[config.mk]
export PLATFORM = sky130hd
export DESIGN_NAME = seq_shift_add_mult_flat
export DESIGN_NICKNAME = d
export VERILOG_FILES = /design/src/rtl/seq_shift_add_mult_if.sv /design/src/rtl/seq_shift_add_mult.sv /design/src/flat_wrapper.sv
export SDC_FILE = /design/constraint.sdc
export NUM_CORES = 1
export LEC_CHECK = 0
export CORE_MARGIN = 10
export CORE_UTILIZATION = 62
export DETAILED_ROUTE_END_ITERATION = 6
export PLACE_DENSITY = 0.83
export SLEW_MARGIN = 15
export SYNTH_ARGS = -nofsm -noshare
export SYNTH_HDL_FRONTEND = slang
export SYNTH_SLANG_ARGS = --single-unit
[constraint.sdc]
create_clock -name clk -period 9.8 [get_ports clk]
set_clock_uncertainty 0.15 [all_clocks]
set_input_delay 1.96 -clock clk [delete_from_list [all_inputs] [get_ports clk]]
set_output_delay 1.96 -clock clk [all_outputs]
set_load 0.005 [all_outputs]
[src/rtl/seq_shift_add_mult_if.sv]
// Operand and product handshake bundle for seq_shift_add_mult.
// The master drives operands and out_ready. The slave is the multiplier.
interface seq_shift_add_mult_if #(
  parameter int unsigned WIDTH = 8
);
  logic               in_valid;
  logic               in_ready;
  logic               in_signed;
  logic [WIDTH-1:0]   in_a;
  logic [WIDTH-1:0]   in_b;
  logic               out_valid;
  logic               out_ready;
  logic [2*WIDTH-1:0] out_product;

  modport master (
    output in_valid, in_signed, in_a, in_b, out_ready,
    input  in_ready, out_valid, out_product
  );

  modport slave (
    input  in_valid, in_signed, in_a, in_b, out_ready,
    output in_ready, out_valid, out_product
  );
endinterface

[src/rtl/seq_shift_add_mult.sv]
// Sequential shift-and-add multiplier that forms one partial product per clock.
// It supports unsigned or signed operands per transaction, with a fixed WIDTH+1 cycle latency.
module seq_shift_add_mult #(
  parameter int unsigned WIDTH = 8
) (
  input  logic                 clk,
  input  logic                 rst,
  seq_shift_add_mult_if.slave  bus,
  output logic                 busy
);

  localparam int unsigned CW = (WIDTH > 1) ? $clog2(WIDTH) : 1;
  localparam int unsigned PW = 2 * WIDTH;

  typedef enum logic [1:0] {StIdle, StRun, StDone} state_e;

  state_e          state_q, state_d;
  logic [WIDTH-1:0] a_sh_q;
  logic [PW-1:0]    b_sh_q;
  logic [PW-1:0]    acc_q;
  logic [CW-1:0]    count_q;
  logic [PW-1:0]    product_q;
  logic             sign_q;
  logic             rst_q;

  logic             accept;
  logic             last;
  logic             in_ready_w;
  logic [WIDTH-1:0] a_mag;
  logic [WIDTH-1:0] b_mag;
  logic [PW-1:0]    acc_next;
  logic [PW-1:0]    prod_next;

  // rst_q keeps in_ready low in the cycle after a reset edge without an input-to-output path.
  always_ff @(posedge clk) begin
    rst_q <= rst;
  end

  assign accept = bus.in_valid && in_ready_w;
  assign last   = (count_q == CW'(WIDTH - 1));

  // State register.
  always_ff @(posedge clk) begin
    if (rst) begin
      state_q <= StIdle;
    end else begin
      state_q <= state_d;
    end
  end

  // Next-state logic.
  always_comb begin
    state_d = state_q;
    unique case (state_q)
      StIdle:  if (accept) state_d = StRun;
      StRun:   if (last) state_d = StDone;
      StDone:  if (bus.out_ready) state_d = StIdle;
      default: state_d = StIdle;
    endcase
  end

  // Outputs are decoded from registered state only.
  always_comb begin
    in_ready_w    = (state_q == StIdle) && !rst_q;
    bus.in_ready  = in_ready_w;
    bus.out_valid = (state_q == StDone);
    busy          = (state_q == StRun) || (state_q == StDone);
  end

  assign bus.out_product = product_q;

  // The magnitude of -2^(WIDTH-1) wraps to 2^(WIDTH-1), which is still correct as unsigned.
  always_comb begin
    a_mag     = (bus.in_signed && bus.in_a[WIDTH-1]) ? -bus.in_a : bus.in_a;
    b_mag     = (bus.in_signed && bus.in_b[WIDTH-1]) ? -bus.in_b : bus.in_b;
    acc_next  = a_sh_q[0] ? (acc_q + b_sh_q) : acc_q;
    prod_next = sign_q ? -acc_next : acc_next;
  end

  always_ff @(posedge clk) begin
    if (rst) begin
      a_sh_q    <= '0;
      b_sh_q    <= '0;
      acc_q     <= '0;
      count_q   <= '0;
      product_q <= '0;
      sign_q    <= 1'b0;
    end else begin
      unique case (state_q)
        StIdle: begin
          if (accept) begin
            sign_q  <= bus.in_signed & (bus.in_a[WIDTH-1] ^ bus.in_b[WIDTH-1]);
            a_sh_q  <= a_mag;
            b_sh_q  <= {{WIDTH{1'b0}}, b_mag};
            acc_q   <= '0;
            count_q <= '0;
          end
        end
        StRun: begin
          acc_q   <= acc_next;
          a_sh_q  <= a_sh_q >> 1;
          b_sh_q  <= b_sh_q << 1;
          count_q <= count_q + CW'(1);
          if (last) begin
            product_q <= prod_next;
          end
        end
        default: begin
        end
      endcase
    end
  end

endmodule

[src/flat_wrapper.sv]
// flat-port wrapper written by rule: the top's interface ports become plain ports
module seq_shift_add_mult_flat 
#(
  parameter int unsigned WIDTH = 8
)
  (clk, rst, busy, bus_in_valid, bus_in_signed, bus_in_a, bus_in_b, bus_out_ready, bus_in_ready, bus_out_valid, bus_out_product);
  seq_shift_add_mult_if #(.WIDTH(WIDTH)) bus_i ();
  input  logic clk;
  input  logic rst;
  output logic busy;
  input wire logic [$bits(bus_i.in_valid)-1:0] bus_in_valid;
  input wire logic [$bits(bus_i.in_signed)-1:0] bus_in_signed;
  input wire logic [$bits(bus_i.in_a)-1:0] bus_in_a;
  input wire logic [$bits(bus_i.in_b)-1:0] bus_in_b;
  input wire logic [$bits(bus_i.out_ready)-1:0] bus_out_ready;
  output wire logic [$bits(bus_i.in_ready)-1:0] bus_in_ready;
  output wire logic [$bits(bus_i.out_valid)-1:0] bus_out_valid;
  output wire logic [$bits(bus_i.out_product)-1:0] bus_out_product;
  assign bus_i.in_valid = bus_in_valid;
  assign bus_i.in_signed = bus_in_signed;
  assign bus_i.in_a = bus_in_a;
  assign bus_i.in_b = bus_in_b;
  assign bus_i.out_ready = bus_out_ready;
  assign bus_in_ready = bus_i.in_ready;
  assign bus_out_valid = bus_i.out_valid;
  assign bus_out_product = bus_i.out_product;
  seq_shift_add_mult #(.WIDTH(WIDTH)) u_core (.clk(clk), .rst(rst), .bus(bus_i), .busy(busy));
endmodule
==> metrics.yaml <==
status: "completed"
drt-initial-drc-count: 390
htree_levels: 3
ant_nets: 0
worst_slew_pin_slew_ns: 1.16
min_path_type: "reg2reg"
cts_buffers: 9
fin_area_sq_mm: 0.00467
rsz0062_at_grt: "no"
final_cell_mix: "nor2_1, a21oi_1, dfxtp_1"
dr.pass1.iters: 5
synth_flop_cell: "dfxtp_1"
p_clk_share_pct: 31.3
start_util_pct: 64.0
post_cts_buffers: 0
place_hpwl_um: 7070
switching_share_pct: 34.7
dieArea_sq_mm: 0.0102
globalplace.congestion: 0.915
synth_warnings: 0
vias: 3965
finalSetupViolCount: 0
fp-row-count: 29
path_cells: "inv_1 > ha_1 > nor2b_1 > clkdlybuf4s50_1"
path_clk_slew_ns: 0.08
cts_buffer_depth: 2
grt_overflow: 0
postCtsHoldBufs: 0
endpoint_kind: "output pin"
synth_area_sq_mm: 0.00409
syn_inst: 539
grt_antenna_before_repair: 0
routed_wl_um: 9780
crit_required_ns: 7.69
synth_area_per_cell_sq_um: 7.59
fmax_mhz: 243
die_y_um: 101
grt_pass1_wl_um: 16500
diodes: 0
ctsResizeCount: 0
met1_usage_pct: 23.0
comb_power_share_pct: 24.7
use_met3_pct: 3.47
syn_nets: 585
area_growth_pct: 14.2
async_flop_share_pct: 0
ys_types: 62
drc: 0
p_int_mw: 0.416
layout_commonest_cell: "nor2_1"
core-area_sq_mm: 0.00639
seqPwrFrac_pct: 44.0
max_slew_margin_pct: 22.9
setup_tns_ns: 0
grt.met2_usage_pct: 32.1
slowest_stage: "clkdlybuf4s50_1"
clkSinkCount: 63
clock_latency_ns: 0.34
wl_per_cell_um: 15.1
switching_power_mw: 0.222
yosysSeqAreaShare_pct: 30.8
port-buffer-count: 39
crit_path_max_fanout: 6
place_area_sq_mm: 0.00450
slew_viol_final: 0
viasPerCell: 6.14
cts_tree: "built"
p_leak_nw: 1.82
fin_crit_sh_pct: 42.0
ios: 40
synth_seq_cells: 63
cts_root_buf: "clkbuf_8"
critPathArrivalTime_ns: 2.01
power_density_mw_per_mm2: 137
grt_start_max_net_pins: 63
hold_viol: 0
max-vdd-ir-drop_mv: 0.125
start_kind: "register"
cpPeakStageDelay_ns: 0.58
fin_crit_ns: 4.12
grt.busiest_layer: "met2"
grt_pass1_vias: 3649
num-nets-final: 610
die_x_um: 101
critical_path_class: "reg2out"
synth_edf_count: 0
cap_violations: 0
grt_usage_pct: 19.0
layout-drive-gt1-share_pct: 6.68
registers in the layout, summed over array words and instances (netlist names):
signal / cells
u_core.a_sh_q: 8
u_core.acc_q: 16
u_core.count_q: 3
u_core.sign_q: 1
u_core.bus.out_product: 16
u_core.b_sh_q: 16
u_core.rst_q: 1
u_core.state_q: 2
layout make-up:
type                            instances  area, sq um
Timing Repair Buffer                   42          408
Multi-Input combinational cell        436         2690
Tap cell                               77         96.3
Clock inverter                          7         47.5
Fill cell                             510         1720
Inverter                               12         45.0
Clock buffer                            9          124
Sequential cell                        63         1260
per-stage QoR:
| step | instances | hold slack, ns | utilization, % | setup WS [ns] | total power, mW |
|---|---|---|---|---|---|
| final | 646 | 0.298 | 73.1 | 5.68 | 0.638 |
| after global routing | 646 | 0.326 | 73.1 | 5.59 | 0.674 |
| after detailed placement | 630 | 0.289 | 70.4 | 5.74 | 0.442 |
| after floorplan | 539 | 0.292 | - | 6.48 | 0.398 |
| after CTS | 646 | 0.300 | 73.1 | 5.67 | 0.640 |
| after global placement | 630 | 0.286 | 70.4 | 5.81 | 0.437 |
critical path: cells and delay by family, from the launching register on:
family        cells  cell delay, ns
fa+ha+maj         1            0.30
buf+inv           2            0.70
flops             1            0.32
simple gates      1            0.35
power by group through the flow:
| stage | Combinational (mW) | Sequential [mW] | Clock [mW] |
|---|---|---|---|
| global placement | 0.151 | 0.286 | 0 |
| detailed placement | 0.156 | 0.286 | 0 |
| global route | 0.177 | 0.283 | 0.215 |
| finish | 0.157 | 0.281 | 0.200 |
| floorplan | 0.120 | 0.278 | 0 |
| CTS | 0.156 | 0.281 | 0.203 |
Yosys cell counts, types with 5 or more instances:
| library cell | number | area [sq um] |
|---|---|---|
| or3_1 | 5 | 31.3 |
| o21ai_0 | 13 | 65.1 |
| nand4_1 | 6 | 37.5 |
| nor3_1 | 15 | 75.1 |
| mux2i_1 | 5 | 50.1 |
| inv_1 | 11 | 41.3 |
| a31oi_1 | 11 | 68.8 |
| dfxtp_1 | 63 | 1260 |
| ha_1 | 24 | 300 |
| clkbuf_1 | 24 | 90.1 |
| nor2_1 | 97 | 364 |
| nand2b_1 | 5 | 31.3 |
| xnor2_1 | 17 | 149 |
| nand3_1 | 8 | 40.0 |
| nand2_1 | 50 | 188 |
| o21ai_1 | 8 | 40.0 |
| a21oi_1 | 64 | 320 |
| nor2b_1 | 9 | 56.3 |
| a211oi_1 | 6 | 45.0 |
| a22oi_1 | 21 | 158 |
| nand3b_1 | 5 | 37.5 |
| xor2_1 | 8 | 70.1 |
kinds of logic (layout without fill, tap and decap cells):
logic type                 count (synthesis)  after routing  share of synthesized area (%)
and+or+nand+nor                          216            216                           24.1
buffers and inverters                     40             70                           3.73
adders and majority gates                 25             25                           7.83
DFF                                       63             63                           30.8
xor gates and xnor gates                  25             25                           5.35
AOI/OAI and AO/OA                        165            165                           27.0
muxes                                      5              5                           1.22
routing by layer:
metal | part of all wire, % | vias to the layer above
li1 | - | 1989
met1 | 44 | 1866
met2 | 49 | 84
met3 | 4.1 | 26
met4 | 2.5 | 0
met5 | 0 | -
final timing paths:
check	startpoint	end	slack, ns	cells past startpoint
setup / recovery	u_core.state_q[0]	bus_in_ready	5.68	4
hold / removal	u_core.bus.out_product[15]	u_core.bus.out_product[15]	0.30	2
setup reg to reg	u_core.a_sh_q[0]	u_core.bus.out_product[13]	6.24	8
hold reg to reg	u_core.bus.out_product[15]	u_core.bus.out_product[15]	0.30	2
Power figures use the tool's default switching activity.
